--- src/rtl/monolith_pkg.sv ---
// rtl/monolith_pkg.sv - shared M31 types, scheduler states and input canonicalisation
package monolith_pkg;

  localparam logic [31:0] M31_P = 32'h7FFF_FFFF;
  localparam int MONO_FELT_W = 31;

  typedef logic [MONO_FELT_W-1:0] felt_t;

  typedef enum logic [1:0] {
    IDLE,
    LAUNCH,
    WAIT,
    RESP
  } sched_state_t;

  // The all-ones encoding is the prime itself, so it folds back to zero.
  function automatic felt_t canonicalise(input felt_t x);
    return (x == M31_P[MONO_FELT_W-1:0]) ? '0 : x;
  endfunction

endpackage

--- src/rtl/rr_arbiter.sv ---
// rtl/rr_arbiter.sv - combinational round-robin grant starting at a pointer
module rr_arbiter #(
  parameter int NUM_REQ = 4,
  parameter int ID_W    = $clog2(NUM_REQ)
) (
  input  logic [NUM_REQ-1:0] req,
  input  logic [ID_W-1:0]    ptr,
  output logic [NUM_REQ-1:0] grant,
  output logic [ID_W-1:0]    grant_idx,
  output logic               grant_valid
);

  // Walk distances 0..N-1 from the pointer; the first requester found wins.
  always_comb begin
    grant       = '0;
    grant_idx   = '0;
    grant_valid = 1'b0;
    for (int k = 0; k < NUM_REQ; k++) begin
      for (int i = 0; i < NUM_REQ; i++) begin
        if (!grant_valid && req[i] &&
            (((i >= int'(ptr)) ? (i - int'(ptr)) : (i + NUM_REQ - int'(ptr))) == k)) begin
          grant_valid = 1'b1;
          grant[i]    = 1'b1;
          grant_idx   = ID_W'(i);
        end
      end
    end
  end

endmodule

--- src/rtl/monolith_job_scheduler.sv ---
// rtl/monolith_job_scheduler.sv - one-at-a-time job scheduler in front of a shared monolith hash core
module monolith_job_scheduler
  import monolith_pkg::*;
#(
  parameter int NUM_REQ     = 4,
  parameter int FELT_W      = 31,
  parameter int TIMEOUT_CYC = 255
) (
  input  logic                        aclk,
  input  logic                        aresetn,
  input  logic [NUM_REQ-1:0]          req_valid,
  output logic [NUM_REQ-1:0]          req_ready,
  input  logic [NUM_REQ*FELT_W-1:0]   req_in1,
  input  logic [NUM_REQ*FELT_W-1:0]   req_in2,
  output logic                        rsp_valid,
  input  logic                        rsp_ready,
  output logic [$clog2(NUM_REQ)-1:0]  rsp_id,
  output logic [FELT_W-1:0]           rsp_data,
  output logic                        rsp_err,
  output logic                        core_start,
  output logic [FELT_W-1:0]           core_in1,
  output logic [FELT_W-1:0]           core_in2,
  input  logic                        core_valid,
  input  logic [FELT_W-1:0]           core_out,
  output logic [31:0]                 jobs_done,
  output logic [15:0]                 timeout_cnt,
  output logic                        busy
);

  localparam int ID_W  = $clog2(NUM_REQ);
  localparam int CNT_W = $clog2(TIMEOUT_CYC) + 1;
  localparam logic [CNT_W-1:0] LAST_CNT = CNT_W'(TIMEOUT_CYC - 1);

  sched_state_t       state;
  logic [ID_W-1:0]    rr_ptr;
  logic [CNT_W-1:0]   wd_cnt;
  logic [NUM_REQ-1:0] grant_oh;
  logic [ID_W-1:0]    grant_idx;
  logic               grant_any;
  logic [FELT_W-1:0]  sel_in1;
  logic [FELT_W-1:0]  sel_in2;

  rr_arbiter #(
    .NUM_REQ (NUM_REQ),
    .ID_W    (ID_W)
  ) u_arb (
    .req         (req_valid),
    .ptr         (rr_ptr),
    .grant       (grant_oh),
    .grant_idx   (grant_idx),
    .grant_valid (grant_any)
  );

  // Accept is only offered while idle; the transfer completes in that same cycle.
  assign req_ready = (state == IDLE) ? grant_oh : '0;

  // Pick the granted requester's operands out of the packed input buses.
  always_comb begin
    sel_in1 = '0;
    sel_in2 = '0;
    for (int i = 0; i < NUM_REQ; i++) begin
      if (grant_oh[i]) begin
        sel_in1 = req_in1[i*FELT_W +: FELT_W];
        sel_in2 = req_in2[i*FELT_W +: FELT_W];
      end
    end
  end

  // Job sequencer: accept, launch, watch the core, hold the response until taken.
  always_ff @(posedge aclk) begin
    if (!aresetn) begin
      state       <= IDLE;
      rr_ptr      <= '0;
      wd_cnt      <= '0;
      rsp_valid   <= 1'b0;
      rsp_id      <= '0;
      rsp_data    <= '0;
      rsp_err     <= 1'b0;
      core_start  <= 1'b0;
      core_in1    <= '0;
      core_in2    <= '0;
      jobs_done   <= '0;
      timeout_cnt <= '0;
      busy        <= 1'b0;
    end else begin
      core_start <= 1'b0;
      case (state)
        IDLE: begin
          if (grant_any) begin
            core_in1   <= FELT_W'(canonicalise(felt_t'(sel_in1)));
            core_in2   <= FELT_W'(canonicalise(felt_t'(sel_in2)));
            rsp_id     <= grant_idx;
            core_start <= 1'b1;
            busy       <= 1'b1;
            state      <= LAUNCH;
          end
        end
        LAUNCH: begin
          wd_cnt <= '0;
          state  <= WAIT;
        end
        WAIT: begin
          wd_cnt <= wd_cnt + 1'b1;
          if (core_valid) begin
            rsp_data  <= core_out;
            rsp_err   <= 1'b0;
            rsp_valid <= 1'b1;
            state     <= RESP;
          end else if (wd_cnt == LAST_CNT) begin
            rsp_data  <= '0;
            rsp_err   <= 1'b1;
            rsp_valid <= 1'b1;
            if (timeout_cnt != 16'hFFFF) begin
              timeout_cnt <= timeout_cnt + 16'd1;
            end
            state <= RESP;
          end
        end
        RESP: begin
          if (rsp_ready) begin
            rsp_valid <= 1'b0;
            busy      <= 1'b0;
            jobs_done <= jobs_done + 32'd1;
            rr_ptr    <= (rsp_id == ID_W'(NUM_REQ - 1)) ? '0 : rsp_id + 1'b1;
            state     <= IDLE;
          end
        end
        default: state <= IDLE;
      endcase
    end
  end

endmodule

--- config.mk ---
export PLATFORM = sky130hd
export DESIGN_NAME = monolith_job_scheduler
export DESIGN_NICKNAME = d
export VERILOG_FILES = /design/src/rtl/monolith_pkg.sv /design/src/rtl/rr_arbiter.sv /design/src/rtl/monolith_job_scheduler.sv
export SDC_FILE = /design/constraint.sdc
export NUM_CORES = 1
export LEC_CHECK = 0
export CAP_MARGIN = 25
export CORE_AREA = 2 2 168 170
export DETAILED_ROUTE_END_ITERATION = 7
export DIE_AREA = 0 0 170 172
export GPL_TIMING_DRIVEN = 0
export PLACE_DENSITY = 0.76
export RECOVER_POWER = 100
export SLEW_MARGIN = 20
export SYNTH_ARGS = -nofsm -noshare
export SYNTH_HDL_FRONTEND = slang
export SYNTH_SLANG_ARGS = --single-unit
export TNS_END_PERCENT = 30
--- constraint.sdc ---
create_clock -name aclk -period 7.5 [get_ports aclk]
set_input_delay 1.125 -clock aclk [delete_from_list [all_inputs] [get_ports aclk]]
set_output_delay 1.125 -clock aclk [all_outputs]
set_load 0.03 [all_outputs]
======== Word level (Yosys, flattened, before mapping) ========
Cells that the tools add are included.
W data, S select, Z words.
storage, ports and cells
  register bits ........................... 160
  output and inout bits ................... 151
  logic and storage cells ................. 191
operators by class
  add/sub/neg operators ................... 11
  order comparisons ....................... 3
  eq/ne operators ......................... 23
  multiplexer cells ....................... 77
  bitwise gates (word level) .............. 1
  reductions and logical operators ........ 63
operator list
  cell                     count
  $mux W31                 12
  $eq A32 B3 Y1 const B    8
  $eq A32 B2 Y1 const B    4
  $logic_not A32 Y1        4
  $mux W32                 3
  $eq A31 B31 Y1 const B   2
  $mux W1                  38
  $mux W2                  19
  $add A32 B1 Y32 const B  1
  $logic_and A1 B1 Y1      31
  $pmux W9 S2              1
  $add A16 B1 Y16 const B  1
  $ne A16 B16 Y1 const B   1
  $logic_not A1 Y1         15
  $sub A3 B2 Y4 const A    3
  $add A9 B1 Y9 const B    1
  $eq A9 B8 Y1 const B     1
  $reduce_and A3 Y1        3
  $pmux W2 S4              1
  $reduce_and A2 Y1        4
  $reduce_bool A2 Y1       4
  $eq A2 B2 Y1 const B     3
  $sub A1 B2 Y3 const A    2
  $sub A2 B2 Y3 const A    2
  11 further kinds         14

======== Longest topological paths before layout ========
  depth after elaboration ................. 68
  depth in mapped cells ................... 12
  depth with buffers taken out ............ 9

======== Cells and area by module ========
A second synthesis with hierarchy kept.
unflattened totals
  cells, all modules ...................... 873
  area, all modules ....................... 7,753.7 um2
by module, submodules not included
  module                  times used  cells each  area each (um2)  sequential area each (um2)
  monolith_job_scheduler  1           842         7,557.2          3,203.1
  rr_arbiter              1           31          196.4            0.0

======== Least setup slack after synthesis ========
Ideal clock, no wire load.
  path kind ............................... input port to output port
  start point ............................. in req_valid[0]
  end point ............................... out req_ready[2]
  arrival time ............................ 2.577 ns
  required time ........................... 6.375 ns
  path slack .............................. 3.798 ns
  stages .................................. 6
  cells stage by stage .................... buf_6 or2_4 a211oi_4 buf_2 nor2_1 nor2_1
on the way
  cells in the longest elaborated chain, start to end .. 59
  elaborated cells on any way between the ends .. 62
  classes of those cells .................. mux (19); reduce/logical (43)
RTL lines
  what                               RTL line                      RTL
  start: declaration                 monolith_job_scheduler.sv:11  input logic [NUM_REQ-1:0] req_valid,
  $logic_and A1 B1 Y1                rr_arbiter.sv:20              if (!grant_valid && req[i] &&
  $mux W1                            rr_arbiter.sv:20
  $logic_not A1 Y1                   rr_arbiter.sv:20
  $logic_and A1 B1 Y1 (2 in series)  rr_arbiter.sv:20
  $mux W1                            rr_arbiter.sv:20
  $logic_not A1 Y1                   rr_arbiter.sv:20
  $logic_and A1 B1 Y1 (2 in series)  rr_arbiter.sv:20
  $mux W1                            rr_arbiter.sv:20
  (+39 left out)                     -
  $mux W1                            rr_arbiter.sv:20
  $logic_not A1 Y1                   rr_arbiter.sv:20
  $logic_and A1 B1 Y1 (2 in series)  rr_arbiter.sv:20
  $mux W1                            rr_arbiter.sv:20
  $logic_not A1 Y1                   rr_arbiter.sv:20
  $logic_and A1 B1 Y1 (2 in series)  rr_arbiter.sv:20
  $mux W1 (*)                        rr_arbiter.sv:20
  $mux W4 (*)                        monolith_job_scheduler.sv:55  assign req_ready = (state == IDLE) ? grant_oh : '0;
  end: declaration                   monolith_job_scheduler.sv:12  output logic [NUM_REQ-1:0] req_ready,
Every way passes the cells marked *; elsewhere a longest branch is shown, timed or not.

======== Worst setup path after layout ========
  start point ............................. in req_valid[3]
  end point ............................... out req_ready[2]
on the way
  cells in the longest elaborated chain, start to end .. 48
  elaborated cells on any way between the ends .. 50
  classes of those cells .................. mux (15); reduce/logical (35)
RTL lines
  what                               RTL line
  $logic_and A1 B1 Y1 (2 in series)  rr_arbiter.sv:20
  $mux W1                            rr_arbiter.sv:20
  $logic_not A1 Y1                   rr_arbiter.sv:20
  $logic_and A1 B1 Y1 (2 in series)  rr_arbiter.sv:20
  $mux W1                            rr_arbiter.sv:20
  $logic_not A1 Y1                   rr_arbiter.sv:20
  $logic_and A1 B1 Y1 (2 in series)  rr_arbiter.sv:20
  $mux W1                            rr_arbiter.sv:20
  (+27 left out)                     -
  $mux W1                            rr_arbiter.sv:20
  $logic_not A1 Y1                   rr_arbiter.sv:20
  $logic_and A1 B1 Y1 (2 in series)  rr_arbiter.sv:20
  $mux W1                            rr_arbiter.sv:20
  $logic_not A1 Y1                   rr_arbiter.sv:20
  $logic_and A1 B1 Y1 (2 in series)  rr_arbiter.sv:20
  $mux W1 (*)                        rr_arbiter.sv:20
  $mux W4 (*)                        monolith_job_scheduler.sv:55
Marks and branches as above.

==> summary.md <==
| Metric | Value |
|---|---|
| Slew margin rel. | -0.0514 |
| Worst EP arrival | 4.70 ns |
| First-pass GRT wire length | 56600 µm |
| Die extent in y | 172 µm |
| CTS Root Cell | clkbuf_16 |
| Gates resized, CTS repair | 0 |
| Clock tree from TritonCTS | done |
| Die area | 0.0292 mm² |
| Cells on worst reg2reg path | 10 |
| Worst hold endpoint | core_in1[13] |
| R2R Setup Slk | 2.95 ns |
| Critical path peak fanout | 10 |
| Starting density of the core | 0.296 |
| RR Startpoint | rr_ptr[0] |
| Yosys top cell area share | 0.393 |
| Post-DP HPWL | 33700 µm |
| Placer Congestion | 0.984 |
| Final min period | 5.83 ns |
| Final number of setup-violating endpoints | 0 |
| Gr usage total | 0.266 |
| GR Overflow Total | 0 |
| Comb pwr share | 0.386 |
| Fillers | 2665 |
| CP bufs+invs | 3 |
| Distinct cells, synth | 46 |
| Initial antenna violation count | 12 |
| Multi-input logic area | 0.00445 mm² |
| Post-synth EDFFs | 0 |
| Worst skew pair latency | 0.43 ns |
| Post-Syn Area | 0.00814 mm² |
| H-tree levels | 4 |
| Sequential share of the synthesized area | 0.393 |
| VDD IR-drop max | 139 µV |
| Clock network power share | 0.281 |
| Slew @ Worst Pin | 1.57 ns |
| DR WL/cell | 23.3 µm |
| Pwr Density | 235 mW/mm² |
| Core area | 0.0275 mm² |
| Crit path kind | in2out |
| Final Net Count | 1693 |
| Synthesized net count | 1239 |
| R2r endpoint | core_in2[28] |
| Hold Path Origin | core_in1[13] |
| Ys async rst share | 0 |
| Detailed Route Iter0 Violations | 703 |
| Largest net degree at the start of global routing | 19 |
| Clock Pin Slew Worst Setup and Hold Paths | 0.07 ns |
| Number of vias per cell | 5.49 |
| Max Cap Viol | 1 |
| Clock Path Buffers | 2 |
| PortBufs | 435 |
| Worst min-delay path class | reg2reg |
| DRC | 0 |
| Post-route clock period utilization | 0.777 |
| Fin Setup TNS | 0 ns |
| TritonCTS Sinks | 160 |
| Pleak | 0.00521 µW |
| Outcome | complete, but fails checks |
| Register bit total from synthesis | 160 |
| Vias in the first global route | 9078 |
| Die X | 170 µm |
| IO Pins | 438 |
| Final Skew | 0.0128 ns |
| Final wirelength | 41200 µm |
| CP Capture Type | output port |
| Placed Area | 0.0129 mm² |
| Post-CTS Hold Buffers | 0 |
| Slowest CP cell | a211oi_1 |
| Hold Fails Final Rpt | 0 |
| Max-slew violations | 10 |
| Row count | 61 |
| Sw frac | 0.394 |
| Via Count | 9679 |
| CP peak stage delay | 1.21 ns |
| Synth Flop Type | dfxtp_1 |
| Top post-synthesis cells by area | dfxtp_1 (39%), a22oi_1 (8.2%), a22o_1 (6.7%) |
| Postcts setup bufs | 0 |
| Cell taking the most area after synthesis | dfxtp_1 |
| Top delay family on crit path | buffers and inverters |
| Routed Antenna Nets | 0 |
| Sequence of cells on the critical path | dlygate4sd3_1 -> or2_0 -> a211oi_1 -> clkbuf_1 -> nor2_1 -> nor2_1 -> clkdlybuf4s50_1 |
| Register cell area after layout | 0.00320 mm² |
| Area Overhead vs Synth | 65.3% |
| First-pass DRT Iterations | 5 |
| Failing checks | max-capacitance violations, max-slew violations |
| Mapped Cells | 943 |
| Avg Cell Area, Syn | 8.64 µm² |
| WHS Path Cells | 1 |
| Fmax | 0.172 GHz |
| Critical path required time | 6.38 ns |
| Startpoint types | input port |
| Design Area, Final | 0.0135 mm² |
| Synth warnings | 0 |
| Unrepaired setup endpoints after global routing | false |
| Critical Path Most Common Cell | nor2_1 |
| Sequential Power Share | 0.333 |
| Switching power | 1250 µW |
| Internal power | 1920 µW |
| Layout cells sized above 1 | 0.0362 |
| Total CTS buffers | 17 |
-- cells by family (layout without fill, tap and decap cells) --
| logic type | count (synthesis) | after routing | share of synthesized area |
|---|---|---|---|
| buffers and inverters | 94 | 561 | 0.0564 |
| and+or+nand+nor | 300 | 300 | 0.204 |
| DFF | 160 | 160 | 0.393 |
| adders and majority gates | 9 | 9 | 0.0138 |
| AOI/OAI and AO/OA | 334 | 334 | 0.283 |
| muxes | 2 | 2 | 0.00246 |
| xor gates and xnor gates | 44 | 44 | 0.0473 |
| other | 0 | 8 | 0 |
-- power by group through the flow --
stage / Clock (µW) / Sequential, µW / Combinational [µW]
after floorplan: 0 / 1290 / 441
after global placement: 0 / 1070 / 1270
after detailed placement: 0 / 1070 / 1280
after CTS: 908 / 1060 / 1290
after global routing: 941 / 1070 / 1290
final: 891 / 1050 / 1220
-- sequential cells by signal, summed over array words and instances (netlist names), 2 cells and up --
signal	count
core_in1	31
jobs_done	32
core_in2	31
rsp_data	31
rr_ptr	2
state	2
wd_cnt	9
timeout_cnt	16
rsp_id	2
-- how the worst max path moves through the flow --
stage | from | end | slack (ns) | cells after the start
final | req_valid[3] | req_ready[2] | 1.67 | 7
after global routing | req_valid[3] | req_ready[2] | 1.50 | 7
after detailed placement | req_valid[3] | req_ready[1] | 2.53 | 7
after floorplan | req_valid[0] | req_ready[2] | 3.80 | 6
after global placement | req_valid[3] | req_ready[1] | 2.57 | 7
after CTS | req_valid[3] | req_ready[1] | 2.52 | 7
-- through the flow --
stage               hold WS, ns  cells  power, µW   util  setup slack (ns)
finish                    0.474   1764       3170  0.490              1.67
global route              0.492   1759       3290  0.490              1.50
CTS                       0.484   1756       3250  0.493              2.52
detailed placement        0.464   1724       2360  0.471              2.53
global placement          0.462   1724       2350  0.471              2.57
floorplan                 0.453    943       1730      -              3.80
-- layout make-up --
| class | instances | area share |
|---|---|---|
| multi-input combinational | 689 | 0.330 |
| timing repair buffer | 435 | 0.323 |
| sequential | 160 | 0.238 |
| clock buffer | 18 | 0.0326 |
| tap | 346 | 0.0322 |
| buffer | 81 | 0.0265 |
| clock inverter | 14 | 0.0121 |
| inverter | 13 | 0.00362 |
| antenna | 8 | 0.00149 |
-- cells in the final DEF (no fill, tap or decap), types with 4 or more instances in the layout --
cell,count
a21boi_0,10
a21oi_1,11
a22o_1,62
a22oi_1,89
a31oi_1,58
and2_0,25
and2_1,22
and3_1,14
and4_1,9
buf_2,9
buf_6,5
clkbuf_1,65
clkbuf_16,17
clkdlybuf4s50_1,281
clkinv_8,4
dfxtp_1,160
diode_2,8
dlygate4sd3_1,154
ha_1,9
inv_1,13
inv_6,5
inv_8,4
nand2_1,45
nand3_1,19
nand4_1,23
nor2_1,22
nor2b_1,38
nor3_1,64
o21ai_0,87
or3_1,9
xnor2_1,31
xor2_1,13
-- synthesized netlist by cell type (all sizes together), types with 2 or more instances --
cell / number
a21boi: 10
nand2: 45
dfxtp: 160
a31oi: 58
inv: 13
xnor2: 31
buf: 24
xor2: 13
o21ai: 88
nand3: 19
a21oi: 11
mux2i: 2
or2: 2
and3: 14
nor4: 4
and2: 47
a41oi: 2
nand2b: 2
nand4: 23
nor3: 64
ha: 9
clkbuf: 57
or3: 9
and4: 9
a22o: 62
o211a: 2
o21a: 2
a32oi: 2
nor2b: 38
o2bb2ai: 2
a22oi: 89
nor2: 22
-- routing by layer --
metal	GRT usage	routed length, µm	up-vias
met1	0.292	15300	4553
met3	0.0760	3660	108
met5	0	79	-
met4	0.118	1670	12
met2	0.477	20500	544
li1	-	-	4462
-- worst reg2reg max path, delay by kind of cell, from the launching register on --
family	cells	cell delay [ns]
flip-flops	1	0.48
AO/OA/AOI/OAI	5	2.42
buffers and inverters	2	0.84
AND/OR/NAND/NOR	3	0.72
No activity file was read; power rests on OpenSTA's default activity.
